`src/rtl/pipe_controller.sv`:
```
// Pipeline stage-enable controller: data-memory access FSM plus control-flow bubble counter.
// Outputs are combinational from registered state; memory stall outranks bubble, which outranks fetch stall.
module pipe_controller #(
   parameter int BUBBLE_CYCLES = 3
) (
   input  logic        clock,
   input  logic        reset,
   input  logic        complete_instr,
   input  logic        complete_data,
   input  logic [15:0] ir,
   input  logic [15:0] ir_exec,
   input  logic [2:0]  psr,
   output logic        enable_updatePC,
   output logic        enable_fetch,
   output logic        enable_decode,
   output logic        enable_execute,
   output logic        enable_writeback,
   output logic        br_taken,
   output logic [1:0]  mem_state
);

   typedef enum logic [1:0] {
      S_READ     = 2'd0,
      S_INDIRECT = 2'd1,
      S_WRITE    = 2'd2,
      S_IDLE     = 2'd3
   } mem_st_t;

   localparam logic [1:0] BUB_LOAD = 2'(BUBBLE_CYCLES);

   mem_st_t    r_state;
   logic       r_is_store;
   logic [1:0] r_cnt;
   logic       r_is_jmp;
   logic [2:0] r_nzp;

   logic [3:0] w_opx;
   logic [3:0] w_op;
   logic       w_is_ld;
   logic       w_is_st;
   logic       w_is_ind;
   logic       w_is_ctrl;
   logic       w_stall;
   logic       w_bubble;
   logic       w_br;
   logic [4:0] w_en;
   logic       w_unused_bits;

   assign w_opx     = ir_exec[15:12];
   assign w_op      = ir[15:12];
   assign w_is_ld   = (w_opx == 4'b0010) || (w_opx == 4'b0110);
   assign w_is_st   = (w_opx == 4'b0011) || (w_opx == 4'b0111);
   assign w_is_ind  = (w_opx == 4'b1010) || (w_opx == 4'b1011);
   assign w_is_ctrl = (w_op == 4'b0000) || (w_op == 4'b1100);
   assign w_stall   = (r_state != S_IDLE);
   assign w_bubble  = (r_cnt != 2'd0);
   // psr is sampled live in the redirect cycle; only opcode and nzp are latched
   assign w_br      = reset && !w_stall && (r_cnt == 2'd1) && (r_is_jmp || |(r_nzp & psr));

   // Operand fields are not needed for control decisions
   assign w_unused_bits = &{1'b0, ir[8:0], ir_exec[11:0]};

   // w_en = {updatePC, fetch, decode, execute, writeback}
   always_comb begin
      w_en = 5'b11111;
      if (!reset || w_stall)
         w_en = 5'b00000;
      else if (w_bubble)
         w_en = {w_br, 4'b0111};
      else if (!complete_instr)
         w_en = 5'b00011;
   end

   assign {enable_updatePC, enable_fetch, enable_decode, enable_execute, enable_writeback} = w_en;
   assign br_taken  = w_br;
   assign mem_state = r_state;

   always_ff @(posedge clock) begin
      if (!reset) begin
         r_state    <= S_IDLE;
         r_is_store <= 1'b0;
         r_cnt      <= 2'd0;
         r_is_jmp   <= 1'b0;
         r_nzp      <= 3'b000;
      end else begin
         case (r_state)
            S_IDLE: begin
               if (w_en[1] && (w_is_ld || w_is_st || w_is_ind)) begin
                  r_is_store <= w_opx[0];
                  if (w_is_ind)
                     r_state <= S_INDIRECT;
                  else if (w_is_st)
                     r_state <= S_WRITE;
                  else
                     r_state <= S_READ;
               end
            end
            S_INDIRECT: begin
               if (complete_data)
                  r_state <= r_is_store ? S_WRITE : S_READ;
            end
            S_READ, S_WRITE: begin
               if (complete_data)
                  r_state <= S_IDLE;
            end
            default: r_state <= S_IDLE;
         endcase

         // A control op seen mid-bubble is ignored; the counter only reloads from zero
         if (w_bubble) begin
            if (!w_stall)
               r_cnt <= r_cnt - 2'd1;
         end else if (w_en[2] && w_is_ctrl) begin
            r_cnt    <= BUB_LOAD;
            r_is_jmp <= (w_op == 4'b1100);
            r_nzp    <= ir[11:9];
         end
      end
   end

endmodule

```
`config.mk`:
```
export PLATFORM = sky130hd
export DESIGN_NAME = pipe_controller
export DESIGN_NICKNAME = d
export VERILOG_FILES = /design/src/rtl/pipe_controller.sv
export SDC_FILE = /design/constraint.sdc
export NUM_CORES = 1
export LEC_CHECK = 0
export ABC_AREA = 1
export CAP_MARGIN = 5
export CELL_PAD_IN_SITES_DETAIL_PLACEMENT = 1
export CELL_PAD_IN_SITES_GLOBAL_PLACEMENT = 1
export CORE_UTILIZATION = 22
export DETAILED_ROUTE_END_ITERATION = 16
export HOLD_SLACK_MARGIN = 0.03
export PLACE_DENSITY = 0.85
export SYNTH_ARGS = -nofsm -noshare
export SYNTH_HDL_FRONTEND = slang
export SYNTH_SLANG_ARGS = --single-unit
```
`constraint.sdc`:
```
create_clock -name clock -period 3.3 [get_ports clock]
set_input_delay 0.495 -clock clock [delete_from_list [all_inputs] [get_ports clock]]
set_output_delay 0.495 -clock clock [all_outputs]
set_load 0.01 [all_outputs]
```
# After elaboration in Yosys (flattened, before gate mapping)
# Index checks and enable logic that the tools add are counted.
dict set report op_classes {
  add_sub_neg 1
  n_eq_ne 16
  mux 13
  n_bitwise 2
  reduce_logical 25
}
# operator n
set ops {}
lappend ops {{two-way mux 2 bit} 9}
lappend ops {{two-way mux 5 bit} 3}
lappend ops {{equality test 4 bit (second input constant)} 3}
lappend ops {{inequality test 2 bit (second input constant)} 5}
lappend ops {{equality test 4 x 2 -> 1 bit (second input constant)} 2}
lappend ops {{equality test 4 x 3 -> 1 bit (second input constant)} 2}
lappend ops {{logical OR 1 bit} 8}
lappend ops {{one-hot mux 2 bit (3 select lines)} 1}
lappend ops {{AND reduction 2 bit} 3}
lappend ops {{logical AND 1 bit} 5}
lappend ops {{equality test 2 x 1 -> 1 bit (second input constant)} 2}
lappend ops {{equality test 2 bit (second input constant)} 2}
lappend ops {{zero test 4 bit} 1}
lappend ops {{nonzero test 2 bit} 2}
lappend ops {{AND 3 bit} 1}
lappend ops {{AND reduction 3 bit} 1}
lappend ops {{OR reduction 3 bit} 1}
lappend ops {{zero test 1 bit} 2}
lappend ops {{zero test 2 bit} 1}
lappend ops {{OR reduction 2 bit} 1}
lappend ops {{subtractor 2 x 1 -> 2 bit (second input constant)} 1}
lappend ops {{NOT 1 bit} 1}
dict set report totals {
  ff_bits 9
  inputBits 39
  output_inout_bits 8
  wordCells 62
}

# Longest topological paths before layout
dict set report logic_depth {
  word_depth 10
  ltp_mapped 8
}

# Least setup slack after synthesis
# Ideal clock, no wire load.
dict set report synth_path {
  path_type {input to output}
  from {input port reset}
  to {output port enable_updatePC}
  t_arrival_ns 1.145
  required_time_ns 2.805
  setup_slack_ns 1.660
  stages 5
  n_path_buf 1
  path_cell_list {buf_6 > inv_2 > nor2_4 > o21ai_1 > a21oi_1}
}
dict set report synth_via {
  elab_chain_cells 5
}
# item line_no
set synth_rtl {}
lappend synth_rtl {{start: declaration} 7} ;# input logic reset,
lappend synth_rtl {{logical AND 1 bit (3 in a row)} 58} ;# assign w_br = reset && !w_stall && (r_cnt == 2'd1) && (r_is_jmp || |(r_nzp & psr));
lappend synth_rtl {{two-way mux 5 bit} 68} ;# else if (w_bubble)
lappend synth_rtl {{two-way mux 5 bit (*)} 66} ;# if (!reset || w_stall)
lappend synth_rtl {{end: declaration} 13} ;# output logic enable_updatePC,
# Mark *: on every way between the ends. The rest lies on a longest branch, timed or not.

# Worst setup path after layout
# Ends and elaborated chain as after synthesis.

==> metrics.txt <==
#FFs+latches synth=9; Synth top cells by count=16 x nand2_1, 13 x inv_1, 11 x nand3_1, 9 x dfxtp_1, 7 x nor2_1; TritonCTS clock tree=built; Overall Power=464 uW; share of layout cells above drive strength 1=between 10% and 20%; Fillers=325; most used routing layer=met2; max cap viols=0; core area=2520 um2; Hold Vio Cnt, Final=0; Final setup viols=0; Final Cycle Share=between 70 and 80%; die span in y=54.2 um; Final HPWL DP=1450 um; placed inst area=876 um2; run status=completed; Die X=54.2 um; number of synthesized flops with an enable pin=0; total track usage=about 14%; postcts setup bufs=0; FFs w/ async S/R, synth=0%; CTS clk-pin slew, worst paths=70 ps; Startpoint Class=primary input; Tmin final=~2500 ps; Avg Vias per Cell=4.58; count leader, synth=nand2_1; Crit path max-delay family=buffers and inverters; Ports=47; register area share after synthesis=30.1%; CP Capture Type=output pin; Synth Instances=84; Pins Over Slew Limit=0; pwr/cell area=514 nW/um2; Area Overhead vs Synth=50.5%; Cell Area, Synth=599 um2; leak pwr=0.000428 uW; DIE AREA=~3000 um2; RePlAce Congestion=0.745; Clock Tree Buf Depth=2; Multi-input gate area=348 um2; first-pass GRT wire length=2840 um; routing usage on met1=15.3%; largest stage delay on the critical path=560 ps; synth warn=0; Layout Nets=154; drt initial violations=5; vias=650; Rows=18; root buffer cell=clkbuf_4; unique cell type count in the Yosys netlist=20; Primary FF master, synth=dfxtp_1; Post-route DRC=0; setup slack after layout=763 ps; vias in the first global route=659; M2 GR Usage=24.2%; clk_lat worst skew=260 ps; met3 usage=2.82%; H-tree Lvls=1; cell accounting for the most synthesized area=dfxtp_1; largest fanout on the critical path=4; average size of a mapped cell=7.13 um2; Final ANT Viol Nets=0; CTS-repair resized insts=0; WS Path Type=primary input to output pin; register area=180 um2; Inserted Diodes=0; most frequent CP cell=clkdlybuf4s50_1; Max rail drop VDD=~0.19 mV; initial core utilization=23.8%; Synth area leaders=dfxtp_1 30%, nand2_1 10%, nand3_1 9.2%, inv_1 8.1%, a21oi_1 5.0%; Hold Buf Count CTS=0; Clock Skews=1.33 ps; Util after Layout=35.8%; Routed Wire Length=~1700 um; final setup TNS=0 ps; Arrival @ worst endpoint=slightly above 2000 ps; Crit-path slowest cell=clkdlybuf4s50_1; cts bufs inserted=3; Worst Max-Slew Pin Slew=302 ps; router iterations before antenna repair=4; fmax=394 MHz; global route overflow=0; Post-Syn Nets=roughly 130; worst slack, placed=731 ps; clk sink count=9; DR WL/cell=12.3 um; Critical path buffers and inverters=3; pin count of the biggest net entering global routing=10; post-route cell area=902 um2; setup repair after global routing missed its margin=false; initial antenna violation count=0; area share of the leading cell type in the synthesized netlist=30.1%; CP required=around 2800 ps; PortBufs=25; crit-path cells=clkdlybuf4s50_1 > inv_2 > nor2_4 > o21ai_1 > a21oi_1 > clkdlybuf4s50_1; headroom to the max-slew limit=between 70% and 80%; Hold Path Class=flip-flop to flip-flop
[tightest hold or removal path: stages, from the launching register on]
cell     delay (ps)
dfxtp_1         320
nand2_1          60
a21oi_1          50
[registers in the layout (all words and copies together), names as in the netlist]
register / cells
mem_state: 2
r_is_store: 1
r_cnt: 2
r_nzp: 3
r_is_jmp: 1
[per-stage QoR]
| stage | cells | hold WS, ps |
|---|---|---|
| 6_report | 142 | 481 |
| 3_5_place_dp | 138 | 476 |
| 4_1_cts | 142 | 487 |
| 5_1_grt | 142 | 512 |
| 2_1_floorplan | 84 | 434 |
| 3_3_place_gp | 138 | 456 |
[path summary, 6_finish.rpt]
check / from / end / slack (ps) / cells after the start
hold / removal: r_is_jmp / r_is_jmp / 480 / 2
setup / recovery: reset / enable_updatePC / 760 / 6
hold reg to reg: r_is_jmp / r_is_jmp / 480 / 2
setup reg to reg: r_cnt[1] / r_cnt[1] / 1990 / 7
[per-layer routing]
| metal | routed length (um) | up-vias |
|---|---|---|
| li1 | - | 329 |
| met1 | 747 | 302 |
| met2 | 910 | 15 |
| met3 | 57 | 4 |
| met4 | 34 | 0 |
| met5 | 0 | - |
[cells by family (layout without fill, tap and decap cells)]
group,after synthesis,after routing,share of synthesized area [%]
fa+ha+maj,2,2,4.17
simple gates,43,43,39.5
flops,9,9,30.1
buf+inv,16,44,11.9
compound gates,14,14,14.4
[cell usage in the layout (no fill, tap or decap), types with 2 or more instances in the layout]
cell             netlist  final
nor2_1                 7      7
a21oi_1                6      6
o21ai_1                5      5
clkdlybuf4s50_1        0     25
o21ai_0                2      2
dfxtp_1                9      9
nand2_1               16     16
inv_1                 13     13
clkbuf_4               0      3
nand3_1               11     11
nand2_2                3      3
ha_1                   2      2
[cell type report]
| class | count | share of cell area (%) |
|---|---|---|
| well taps | 30 | 4.16 |
| clock buffers | 4 | 2.91 |
| inverters | 14 | 5.83 |
| flip-flops and latches | 9 | 20.0 |
| repair buffers | 26 | 28.6 |
| multi-input cells | 59 | 38.6 |
[where the power goes]
group,internal (uW),switching (uW),leakage (uW)
clock network,46.8,42.3,0.0000150
logic,105,123,0.000339
registers,127,19.1,0.0000736
total,279,185,0.000428
No activity file was read; power rests on OpenSTA's default activity.
